`src/rtl/hazard_pkg.sv`:
```
// -----------------------------------------------------------------------------
// hazard_pkg
//   Shared definitions for the pipeline hazard scoreboard:
//   - forward-select encodings driven on the fwd_* outputs
//   - default mul/div latencies
//   - mul/div busy-counter state encoding
//   - a helper that resolves the nearest-stage forward priority
// -----------------------------------------------------------------------------
package hazard_pkg;

  localparam logic [1:0] FWD_NONE = 2'b00;
  localparam logic [1:0] FWD_M    = 2'b01;
  localparam logic [1:0] FWD_W    = 2'b10;

  localparam int DEF_MUL_LAT = 5;
  localparam int DEF_DIV_LAT = 10;

  typedef enum logic {
    MD_IDLE = 1'b0,
    MD_BUSY = 1'b1
  } md_state_e;

  // Nearest stage wins: a matching M writer shadows W even when its result is
  // not ready yet, because W would then hold an older value of the register.
  function automatic logic [1:0] fwd_pick(input logic m_hit, input logic m_rdy,
                                          input logic w_hit, input logic w_rdy);
    if (m_hit) return m_rdy ? FWD_M : FWD_NONE;
    if (w_hit) return w_rdy ? FWD_W : FWD_NONE;
    return FWD_NONE;
  endfunction

endpackage

```
`src/rtl/hazard_scoreboard_md_busy_ctr.sv`:
```
// -----------------------------------------------------------------------------
// md_busy_ctr
//   Busy counter for the multi-cycle mul/div unit. A load starts a count of
//   MUL_LAT or DIV_LAT cycles; busy is high while the count is non-zero.
// Ports
//   clk    in  clock
//   reset  in  synchronous, active-high; aborts any count in progress
//   load   in  a mult/div leaves D this cycle
//   div    in  1: load DIV_LAT, 0: load MUL_LAT
//   busy   out counter non-zero
// -----------------------------------------------------------------------------
module md_busy_ctr
  import hazard_pkg::*;
#(
  parameter int MUL_LAT = DEF_MUL_LAT,
  parameter int DIV_LAT = DEF_DIV_LAT,
  parameter int CW      = $clog2(((MUL_LAT > DIV_LAT) ? MUL_LAT : DIV_LAT) + 1)
) (
  input  logic clk,
  input  logic reset,
  input  logic load,
  input  logic div,
  output logic busy
);

  md_state_e       state_q, state_d;
  logic [CW-1:0]   count_q, count_d;

  // State register.
  always_ff @(posedge clk) begin
    if (reset) begin
      state_q <= MD_IDLE;
      count_q <= '0;
    end else begin
      state_q <= state_d;
      count_q <= count_d;
    end
  end

  // Next state. A load while busy cannot occur: the top stalls any mul/div
  // in D while busy, and only an unstalled one produces load.
  always_comb begin
    // NOTE: defaults first so every path assigns every output -- no latches.
    state_d = state_q;
    count_d = count_q;
    unique case (state_q)
      MD_IDLE: begin
        if (load) begin
          state_d = MD_BUSY;
          count_d = div ? CW'(DIV_LAT) : CW'(MUL_LAT);
        end
      end
      MD_BUSY: begin
        count_d = count_q - CW'(1);
        if (count_q == CW'(1)) state_d = MD_IDLE;
      end
      default: state_d = MD_IDLE;
    endcase
  end

  // Outputs.
  always_comb busy = (state_q == MD_BUSY);

endmodule

```
`src/rtl/hazard_scoreboard.sv`:
```
// -----------------------------------------------------------------------------
// hazard_scoreboard
//   Hazard controller for a 5-stage F/D/E/M/W pipeline with a multi-cycle
//   mul/div unit. Tracks a shadow copy of the writer info in E/M/W, decides
//   stalls from the Tuse/Tnew rule and produces forwarding selects.
// Ports
//   clk, reset                 clock, synchronous active-high reset
//   rs_d, rt_d                 D-stage source registers
//   tuse_rs_d, tuse_rt_d       cycles until operand needed; all-ones = unused
//   waddr_d, tnew_d            D destination and its Tnew (0 = no write)
//   md_op_d, md_div_d          D is mult/div; div selects DIV_LAT
//   md_use_d                   D is mfhi/mflo/mthi/mtlo
//   stall_pc, stall_d, flush_e hold PC and F/D, bubble into D/E
//   fwd_rs_d ... fwd_rt_e      00 none, 01 from M, 10 from W
//   fwd_rt_m                   store data forwarded from W
//   md_busy                    mul/div unit busy
// -----------------------------------------------------------------------------
module hazard_scoreboard
  import hazard_pkg::*;
#(
  parameter int REG_AW  = 5,
  parameter int T_W     = 2,
  parameter int MUL_LAT = DEF_MUL_LAT,
  parameter int DIV_LAT = DEF_DIV_LAT,
  parameter bit FWD_EN  = 1'b1
) (
  input  logic              clk,
  input  logic              reset,
  input  logic [REG_AW-1:0] rs_d,
  input  logic [REG_AW-1:0] rt_d,
  input  logic [T_W-1:0]    tuse_rs_d,
  input  logic [T_W-1:0]    tuse_rt_d,
  input  logic [REG_AW-1:0] waddr_d,
  input  logic [T_W-1:0]    tnew_d,
  input  logic              md_op_d,
  input  logic              md_div_d,
  input  logic              md_use_d,
  output logic              stall_pc,
  output logic              stall_d,
  output logic              flush_e,
  output logic [1:0]        fwd_rs_d,
  output logic [1:0]        fwd_rt_d,
  output logic [1:0]        fwd_rs_e,
  output logic [1:0]        fwd_rt_e,
  output logic              fwd_rt_m,
  output logic              md_busy
);

  typedef struct packed {
    logic [REG_AW-1:0] addr;
    logic              we;
    logic [T_W-1:0]    tnew;
  } writer_t;

  localparam writer_t        BUBBLE = '0;
  localparam logic [T_W-1:0] T_NONE = '1;

  writer_t           e_q, m_q, w_q;
  // Source registers are kept only where a forward still lands on them.
  logic [REG_AW-1:0] e_rs_q, e_rt_q, m_rt_q;

  logic data_stall, md_stall, stall, md_load;

  function automatic logic hit(input writer_t x, input logic [REG_AW-1:0] r);
    return x.we && (x.addr == r) && (r != '0);
  endfunction

  function automatic writer_t age(input writer_t x);
    writer_t y;
    y      = x;
    y.tnew = (x.tnew != '0) ? x.tnew - T_W'(1) : '0;
    return y;
  endfunction

  function automatic logic op_late(input writer_t e, input writer_t m,
                                   input logic [REG_AW-1:0] r,
                                   input logic [T_W-1:0] tuse);
    if (tuse == T_NONE) return 1'b0;
    if (hit(e, r))      return e.tnew > tuse;
    if (hit(m, r))      return m.tnew > tuse;
    return 1'b0;
  endfunction

  function automatic logic [1:0] fwd_sel(input writer_t m, input writer_t w,
                                         input logic [REG_AW-1:0] r);
    return fwd_pick(hit(m, r), m.tnew == '0, hit(w, r), w.tnew == '0);
  endfunction

  // ---------------------------------------------------------------------------
  // Shadow pipeline
  // ---------------------------------------------------------------------------
  always_ff @(posedge clk) begin
    // NOTE: reset clears every shadow register; these are a handful of flops,
    // not a memory, and a stale writer after reset would fake a hazard.
    if (reset) begin
      e_q    <= BUBBLE;
      m_q    <= BUBBLE;
      w_q    <= BUBBLE;
      e_rs_q <= '0;
      e_rt_q <= '0;
      m_rt_q <= '0;
    end else begin
      // NOTE: non-blocking so M/W take the pre-edge E/M values (a true shift).
      if (stall) begin
        e_q    <= BUBBLE;
        e_rs_q <= '0;
        e_rt_q <= '0;
      end else begin
        e_q    <= '{addr: waddr_d, we: (tnew_d != '0), tnew: tnew_d};
        e_rs_q <= rs_d;
        e_rt_q <= rt_d;
      end
      m_q    <= age(e_q);
      m_rt_q <= e_rt_q;
      w_q    <= age(m_q);
    end
  end

  // ---------------------------------------------------------------------------
  // Data stall rule
  // ---------------------------------------------------------------------------
  generate
    if (FWD_EN) begin : g_fwd_stall
      always_comb begin
        data_stall = op_late(e_q, m_q, rs_d, tuse_rs_d) |
                     op_late(e_q, m_q, rt_d, tuse_rt_d);
      end
    end else begin : g_nofwd_stall
      // Without forwarding the operand must come from the register file, so
      // any in-flight writer of it blocks D until it has retired.
      always_comb begin
        data_stall = 1'b0;
        if (tuse_rs_d != T_NONE && (hit(e_q, rs_d) || hit(m_q, rs_d) || hit(w_q, rs_d)))
          data_stall = 1'b1;
        if (tuse_rt_d != T_NONE && (hit(e_q, rt_d) || hit(m_q, rt_d) || hit(w_q, rt_d)))
          data_stall = 1'b1;
      end
    end
  endgenerate

  // ---------------------------------------------------------------------------
  // Mul/div busy tracking; busy is registered, so no loop through stall.
  // ---------------------------------------------------------------------------
  assign md_stall = (md_op_d | md_use_d) & md_busy;
  assign stall    = data_stall | md_stall;
  assign md_load  = md_op_d & ~stall;

  md_busy_ctr #(
    .MUL_LAT (MUL_LAT),
    .DIV_LAT (DIV_LAT)
  ) u_md_busy_ctr (
    .clk   (clk),
    .reset (reset),
    .load  (md_load),
    .div   (md_div_d),
    .busy  (md_busy)
  );

  // ---------------------------------------------------------------------------
  // Outputs. One stall drives all three controls, so a cycle with both a data
  // and a mul/div hazard still inserts a single bubble.
  // ---------------------------------------------------------------------------
  assign stall_pc = stall;
  assign stall_d  = stall;
  assign flush_e  = stall;

  assign fwd_rs_d = FWD_EN ? fwd_sel(m_q, w_q, rs_d)   : FWD_NONE;
  assign fwd_rt_d = FWD_EN ? fwd_sel(m_q, w_q, rt_d)   : FWD_NONE;
  assign fwd_rs_e = FWD_EN ? fwd_sel(m_q, w_q, e_rs_q) : FWD_NONE;
  assign fwd_rt_e = FWD_EN ? fwd_sel(m_q, w_q, e_rt_q) : FWD_NONE;
  assign fwd_rt_m = FWD_EN & hit(w_q, m_rt_q) & (w_q.tnew == '0);

endmodule

```
`config.mk`:
```
export PLATFORM = sky130hd
export DESIGN_NAME = hazard_scoreboard
export DESIGN_NICKNAME = d
export VERILOG_FILES = /design/src/rtl/hazard_pkg.sv /design/src/rtl/hazard_scoreboard_md_busy_ctr.sv /design/src/rtl/hazard_scoreboard.sv
export SDC_FILE = /design/constraint.sdc
export NUM_CORES = 1
export LEC_CHECK = 0
export ABC_CLOCK_PERIOD_IN_PS = 2730
export CAP_MARGIN = 25
export CORE_AREA = 3 3 77 61
export CTS_BUF_LIST = sky130_fd_sc_hd__clkbuf_16
export CTS_CLUSTER_DIAMETER = 40
export DETAILED_ROUTE_END_ITERATION = 10
export DIE_AREA = 0 0 80 64
export DONT_BUFFER_PORTS = 1
export HOLD_SLACK_MARGIN = 0.06
export PLACE_DENSITY = 0.86
export SYNTH_ARGS = -nofsm -noshare
export SYNTH_HDL_FRONTEND = slang
export SYNTH_SLANG_ARGS = --single-unit
export TNS_END_PERCENT = 20
```
`constraint.sdc`:
```
create_clock -name clk -period 2.73 [get_ports clk]
set_input_delay 0.546 -clock clk [delete_from_list [all_inputs] [get_ports clk]]
set_output_delay 0.546 -clock clk [all_outputs]
set_load 0.005 [all_outputs]
```
==> results of run 1 <==
[cells by family after synthesis]
logic type / Yosys count
compound gates: 30
fa+ha+maj: 12
buf+inv: 29
xor+xnor: 56
flops: 44
simple gates: 95
[cells in the final DEF (no fill, tap or decap), drive strengths merged, types with 2 or more instances in the layout]
cell type and n:
xnor2 50, dfxtp 44, and2 21, nor2b 20, ha 12, inv 11, nand4 10, nor3 10
nand2 8, nor4 7, nor2 7, xor2 6, a21oi 6, clkbuf 5, or4 5, o211ai 3
o21ai 2, o31ai 2, a211oi 2, o21a 2, a311oi 2, clkinv 2, buf 2, or3 2
a2111oi 2
[per-layer routing]
layer	part of all wire	GRT usage	vias to the layer above
met3	0.050	0.07324	8
met2	0.48	0.3750	40
met4	0.019	0.06540	0
met1	0.45	0.2769	869
met5	0	0	-
li1	-	-	889
[worst paths after layout]
path                             start                  endpoint  cells past startpoint  slack (ns)
worst max-delay path            e_q[0]                   stall_d                      8        0.13
worst min-delay path             reset  u_md_busy_ctr.count_q[2]                      1        0.32
worst max register to register  e_q[0]  u_md_busy_ctr.count_q[2]                      8        0.56
worst min register to register  m_q[0]                    w_q[0]                      1        0.41
[registers in the layout, summed over array words and instances, names as in the netlist]
register,count
u_md_busy_ctr.count_q,4
e_rs_q,5
u_md_busy_ctr.busy,1
e_rt_q,5
w_q,8
e_q,8
m_rt_q,5
m_q,8
[layout make-up]
cell class                      count  area, um2
Multi-Input combinational cell    193       1486
Clock buffer                        5      125.1
Fill cell                         315       1379
Inverter                           11      41.29
Timing Repair Buffer                2      15.01
Clock inverter                      2      7.507
Tap cell                           55      68.82
Sequential cell                    44      880.8
[stage by stage]
stage / setup WS, ns / setup TNS, ns / instance area, um2
6_report: 0.1295 / 0 / 2625
2_1_floorplan: 0.1536 / 0 / 2481
3_5_place_dp: 0.1383 / 0 / 2481
4_1_cts: 0.06375 / 0 / 2614
5_1_grt: -0.01219 / -0.03656 / 2625
3_3_place_gp: 0.1865 / 0 / 2481
[worst max-delay path: cells and delay by family (launching register included)]
kind / cells / cell delay (ns)
AO/OA/AOI/OAI: 3 / 0.33
adder cells (fa/ha/maj): 1 / 0.29
buffers and inverters: 1 / 0.08
flip-flops: 1 / 0.33
AND/OR/NAND/NOR: 3 / 0.74
[power by group]
group          total, mW  switching (mW)  leakage [nW]  internal (mW)
Sequential         0.733          0.0505         0.362          0.682
Clock              0.560           0.233        0.0648          0.327
Combinational      0.206          0.0890         0.499          0.117
==> summary.md, run 1 <==
| Metric | Value |
|---|---|
| Core Area | 4004 um2 |
| Synth Area in Compound Gates | 0.1004 |
| Final GP Congestion | around 0.87 |
| H-tree levels | 2 |
| Maximum clock rate | 0.3845 GHz |
| Fin Hold WS | 0.3231 ns |
| Startpoint types | register |
| Tmin final | 2.601 ns |
| Via Count | 1806 |
| Clock Sinks | 44 |
| Status | completed |
| IO buf count | 0 |
| PwrDens | 571.0 nW/um2 |
| Initial antenna violation count | 0 |
| Routed WL per cell | 17.13 um |
| First-pass GRT wire length | 8928 um |
| Tcrit/Tclk final | 0.9526 |
| Clk slew on worst S/H paths | 0.06 ns |
| Clk_lat worst skew | 0.28 ns |
| Chip Width | 80 um |
| Die H | 64 um |
| Total Die Area | 5120 um2 |
| YS warnings | 0 |
| Critical path's slowest cell | or4_4 |
| Leakage power | 0.9261 nW |
| DP HPWL | 3771 um |
| Number of global-route vias before repair | approximately 1800 |
| Top_reg_cell synth | dfxtp_1 |
| Post-synthesis async set-or-reset flop share | 0 |
| GR Util All Layers | 0.2253 |
| Post-synth EDFFs | 0 |
| Yosys cell types | 46 |
| Postcts setup bufs | 0 |
| Seq/Total Area, Yosys | 0.3550 |
| Post-CTS sizing | 0 |
| Final hold viol count | 0 |
| Crit-path max cell delay | 0.51 ns |
| Net Count, Synth | 304 |
| Grt ovf | 0 |
| Top cell type's share of synthesized area | 0.3550 |
| Antenna diodes | 0 |
| Post-Syn Instances | 266 |
| DRC viols | 0 |
| CTS root buf | clkbuf_16 |
| Largest cells by area after synthesis | dfxtp_1, xnor2_1, ha_1 |
| Max clock buf depth | 2 |
| Router iterations before antenna repair | 4 |
| Maxcap violations | 0 |
| Mean post-synth cell area | 9.328 um2 |
| Final setup viols | 0 |
| TritonCTS Buffers | 5 |
| Via/cell ratio | 5.788 |
| Top-count cell post-synth | xnor2_1 |
| Worst slew pin tran | 0.5642 ns |
| Worst setup EP type | output port |
| #FFs+latches synth | 44 |
| Worst slew margin | 0.6229 |
| Crit path max fanout | 3 |
| Final core occ | 0.6556 |
| Xor-xnor portion of the synthesized cell area | 0.1977 |
| Nets | 295 |
| Post-Synthesis Cell Area | around 2500 um2 |
| Largest net degree at the start of global routing | 29 |
| Slew Limit Fails | 0 |
| Layout area overhead | 5.799% |
| Post-Synth Simple-Gate Area | 0.2360 |
| Initial Util | 0.6197 |
| CP arrival | 2.05 ns |
| Site row count | 20 |
| CP required | around 2.2 ns |
| Cell count after placement | slightly above 300 |
| Io pins | 39 |
| Hold Crit Class | input port to register |
| CTS tree | done |
| Hold-fix buffers at CTS | 0 |
| WL final | about 5300 um |
| Cell taking the most area after synthesis | dfxtp_1 |
| Post-synthesis adder-cell area fraction | 0.06051 |
| Drt initial violations | 149 |
| Worst-path cell chain | inv_1 > ha_1 > a22oi_2 > o21ai_0 > or4_4 > o31ai_1 > nor2b_1 > nand2_2 |
| Multiplexer share of the synthesized area | 0 |
| VDD IR max | 0.4899 mV |
| ANT nets after route | 0 |
| Most frequent cells after synthesis | xnor2_1, dfxtp_1, and2_1 |
| Fin cells | 312 |
| Share of layout cells above drive strength 1 | 0.07393 |
| Largest family of logic cells by synthesized area | simple AND/OR/NAND/NOR gates |
| Power Total | 1.499 mW |
| CP Class | register to output port |
| Worst-case clock skew | 0.003919 ns |
Power figures use the tool's default switching activity.
==> inputs of run 2 (changes only) <==
--- a/config.mk
+++ b/config.mk
@@ -6,7 +6,7 @@
 export NUM_CORES = 1
 export LEC_CHECK = 0
 export ABC_CLOCK_PERIOD_IN_PS = 2730
-export CAP_MARGIN = 25
+export CAP_MARGIN = 40
 export CORE_AREA = 3 3 77 61
 export CTS_BUF_LIST = sky130_fd_sc_hd__clkbuf_16
 export CTS_CLUSTER_DIAMETER = 40
@@ -14,7 +14,7 @@
 export DIE_AREA = 0 0 80 64
 export DONT_BUFFER_PORTS = 1
 export HOLD_SLACK_MARGIN = 0.06
-export PLACE_DENSITY = 0.86
+export PLACE_DENSITY = 0.77
 export SYNTH_ARGS = -nofsm -noshare
 export SYNTH_HDL_FRONTEND = slang
 export SYNTH_SLANG_ARGS = --single-unit
==> constraint.sdc (replaced) <==
create_clock -name clk -period 2.73 [get_ports clk]
set_input_delay 0.546 -clock clk [delete_from_list [all_inputs] [get_ports clk]]
set_output_delay 0.546 -clock clk [all_outputs]
set_load 0.05 [all_outputs]
==> summary.md, run 2 (synthesis gave the netlist of run 1 again) <==
| Metric | Value |
|---|---|
| Via Count | 1834 |
| Setup_tns | 0 ns |
| First-pass GRT wire length | roughly 9300 um |
| Startpoint types | input port |
| Core Area | 4004 um2 |
| Slew Limit Fails | 0 |
| Met2 WL | between 2000 and 3000 um |
| Tmin final | 2.644 ns |
| CP arrival | 2.10 ns |
| CP required | 2.18 ns |
| Top layer reached by signal wires | met4 |
| Router iterations before antenna repair | 4 |
| IO buf count | 0 |
| Maximum clock rate | between 0.3 and 0.4 GHz |
| DRC viols | 0 |
| Status | completed |
| Hold path depth | 1 |
| Pre-CTS setup slack | -0.02159 ns |
| Worst setup EP type | output port |
| Tcrit/Tclk final | 0.9685 |
| Antenna diodes | 0 |
| Worst-case clock skew | 0.005797 ns |
| Io pins | 39 |
| Nets | about 310 |
| Fin Hold WS | 0.3262 ns |
| Commonest cells after routing, fill and taps aside | xnor2_1, dfxtp_1, and2_1 |
| ANT nets after route | 0 |
| CP Class | input port to output port |
| Dpl cell area | 2591 um2 |
| Final setup viols | 0 |
| GR Util All Layers | 0.2362 |
| Hold-fix buffers at CTS | 0 |
| Final GP Congestion | 0.8303 |
| Clk_lat worst skew | between 0.2 and 0.3 ns |
| Number of global-route vias before repair | 1924 |
| Cell count after placement | 314 |
| Largest net degree at the start of global routing | 29 |
| Most common cell after layout, fill and taps aside | xnor2_1 |
| Worst reg2reg path depth | 8 |
| CTS root buf | clkbuf_16 |
| Site row count | 20 |
| Leakage power | about 1.0 nW |
| Biggest regs | e_q x8, m_q x8, w_q x8 |
| Initial antenna violation count | 0 |
| DR WL met3 | 331 um |
| H-tree levels | 2 |
| VDD IR max | 0.4622 mV |
| WL final | 5473 um |
| TritonCTS Buffers | 5 |
| Multi-input gate area | 1583 um2 |
| Clk slew on worst S/H paths | about 0.060 ns |
| Fin cells | 324 |
| Layout area overhead | 15.33% |
| Grt ovf | 0 |
| Hold Crit Class | input port to register |
| Wl on met1 | ~2500 um |
| Routed WL per cell | 16.89 um |
| Drt initial violations | 111 |
| Total Die Area | 5120 um2 |
| CTS tree | done |
| Worst setup margin | 0.08603 ns |
| Chip Width | 80 um |
| Worst Hold Launch | reset |
| Final Instance Area | 2861 um2 |
| Die H | roughly 64 um |
| DP HPWL | 3995 um |
| Via/cell ratio | roughly 5.7 |
| Final hold viol count | 0 |
| Register Area | approximately 900 um2 |
| Max clock buf depth | 2 |
| Worst slew pin tran | approximately 0.53 ns |
| Crit. Startpoint | rt_d[2] |
| PwrDens | between 500 and 600 nW/um2 |
| Fill cell count | 301 |
| Worst slew margin | 0.6494 |
| Crit path max fanout | 5 |
| Maxcap violations | 0 |
| Initial Util | 0.6197 |
| Clock Sinks | 44 |
| Share of layout cells above drive strength 1 | 0.1933 |
| RR Startpoint | e_q[1] |
## run 2: changes by cell type in the layout (fill, tap and decap cells not counted), moves of 2 or more
cell	change
buf_4	+10
clkinv_1	-2
dfxtp_1	-6
dfxtp_2	+5
ha_1	-3
ha_4	+3
nor2b_1	-2
nor4_1	-4
nor4_2	+4
## run 2: final timing paths
kind | endpoint | slack [ns]
max | flush_e | 0.09
min | m_q[6] | 0.33
max reg2reg | u_md_busy_ctr.count_q[2] | 0.52
min reg2reg | m_q[0] | 0.42
## run 2: cell type report
type | instances | area share
multi-input cells | 193 | 0.5531
flip-flops and latches | 44 | 0.3113
clock buffers | 5 | 0.04373
repair buffers | 13 | 0.03848
well taps | 55 | 0.02405
clock inverters | 3 | 0.01487
inverters | 11 | 0.01443
## run 2: what timing repair did
action | 4_1_cts | 5_1_grt
endpoints found under the setup margin | 3 | 3
setup buffers | 2 | 0
pin swaps | 2 | 2
gates resized for setup | 10 | 11
## run 2: critical path, stage by stage
cell and delay, ns:
or4_4 0.54, o211ai_1 0.25, o31ai_1 0.13, o21bai_4 0.19, nor2b_4 0.14, nand2_2 0.09
buf_12 0.21
## run 2: through the flow
step	util	power (mW)
CTS	0.7053	1.668
finish	0.7147	1.666
global placement	0.6472	0.9763
floorplan	-	0.9459
global route	0.7147	1.745
detailed placement	0.6472	0.9857
## run 2: where the power goes
group / total, mW / switching, mW / leakage (nW) / internal, mW
combinational: 0.261 / 0.128 / 0.576 / 0.133
sequential: 0.728 / 0.0459 / 0.365 / 0.682
clock: 0.677 / 0.247 / 0.0798 / 0.430
## run 2: metal layers
layer,vias to the layer above,track usage
li1,911,-
met5,-,0
met2,48,0.3698
met1,866,0.3146
met3,9,0.06479
met4,0,0.07595
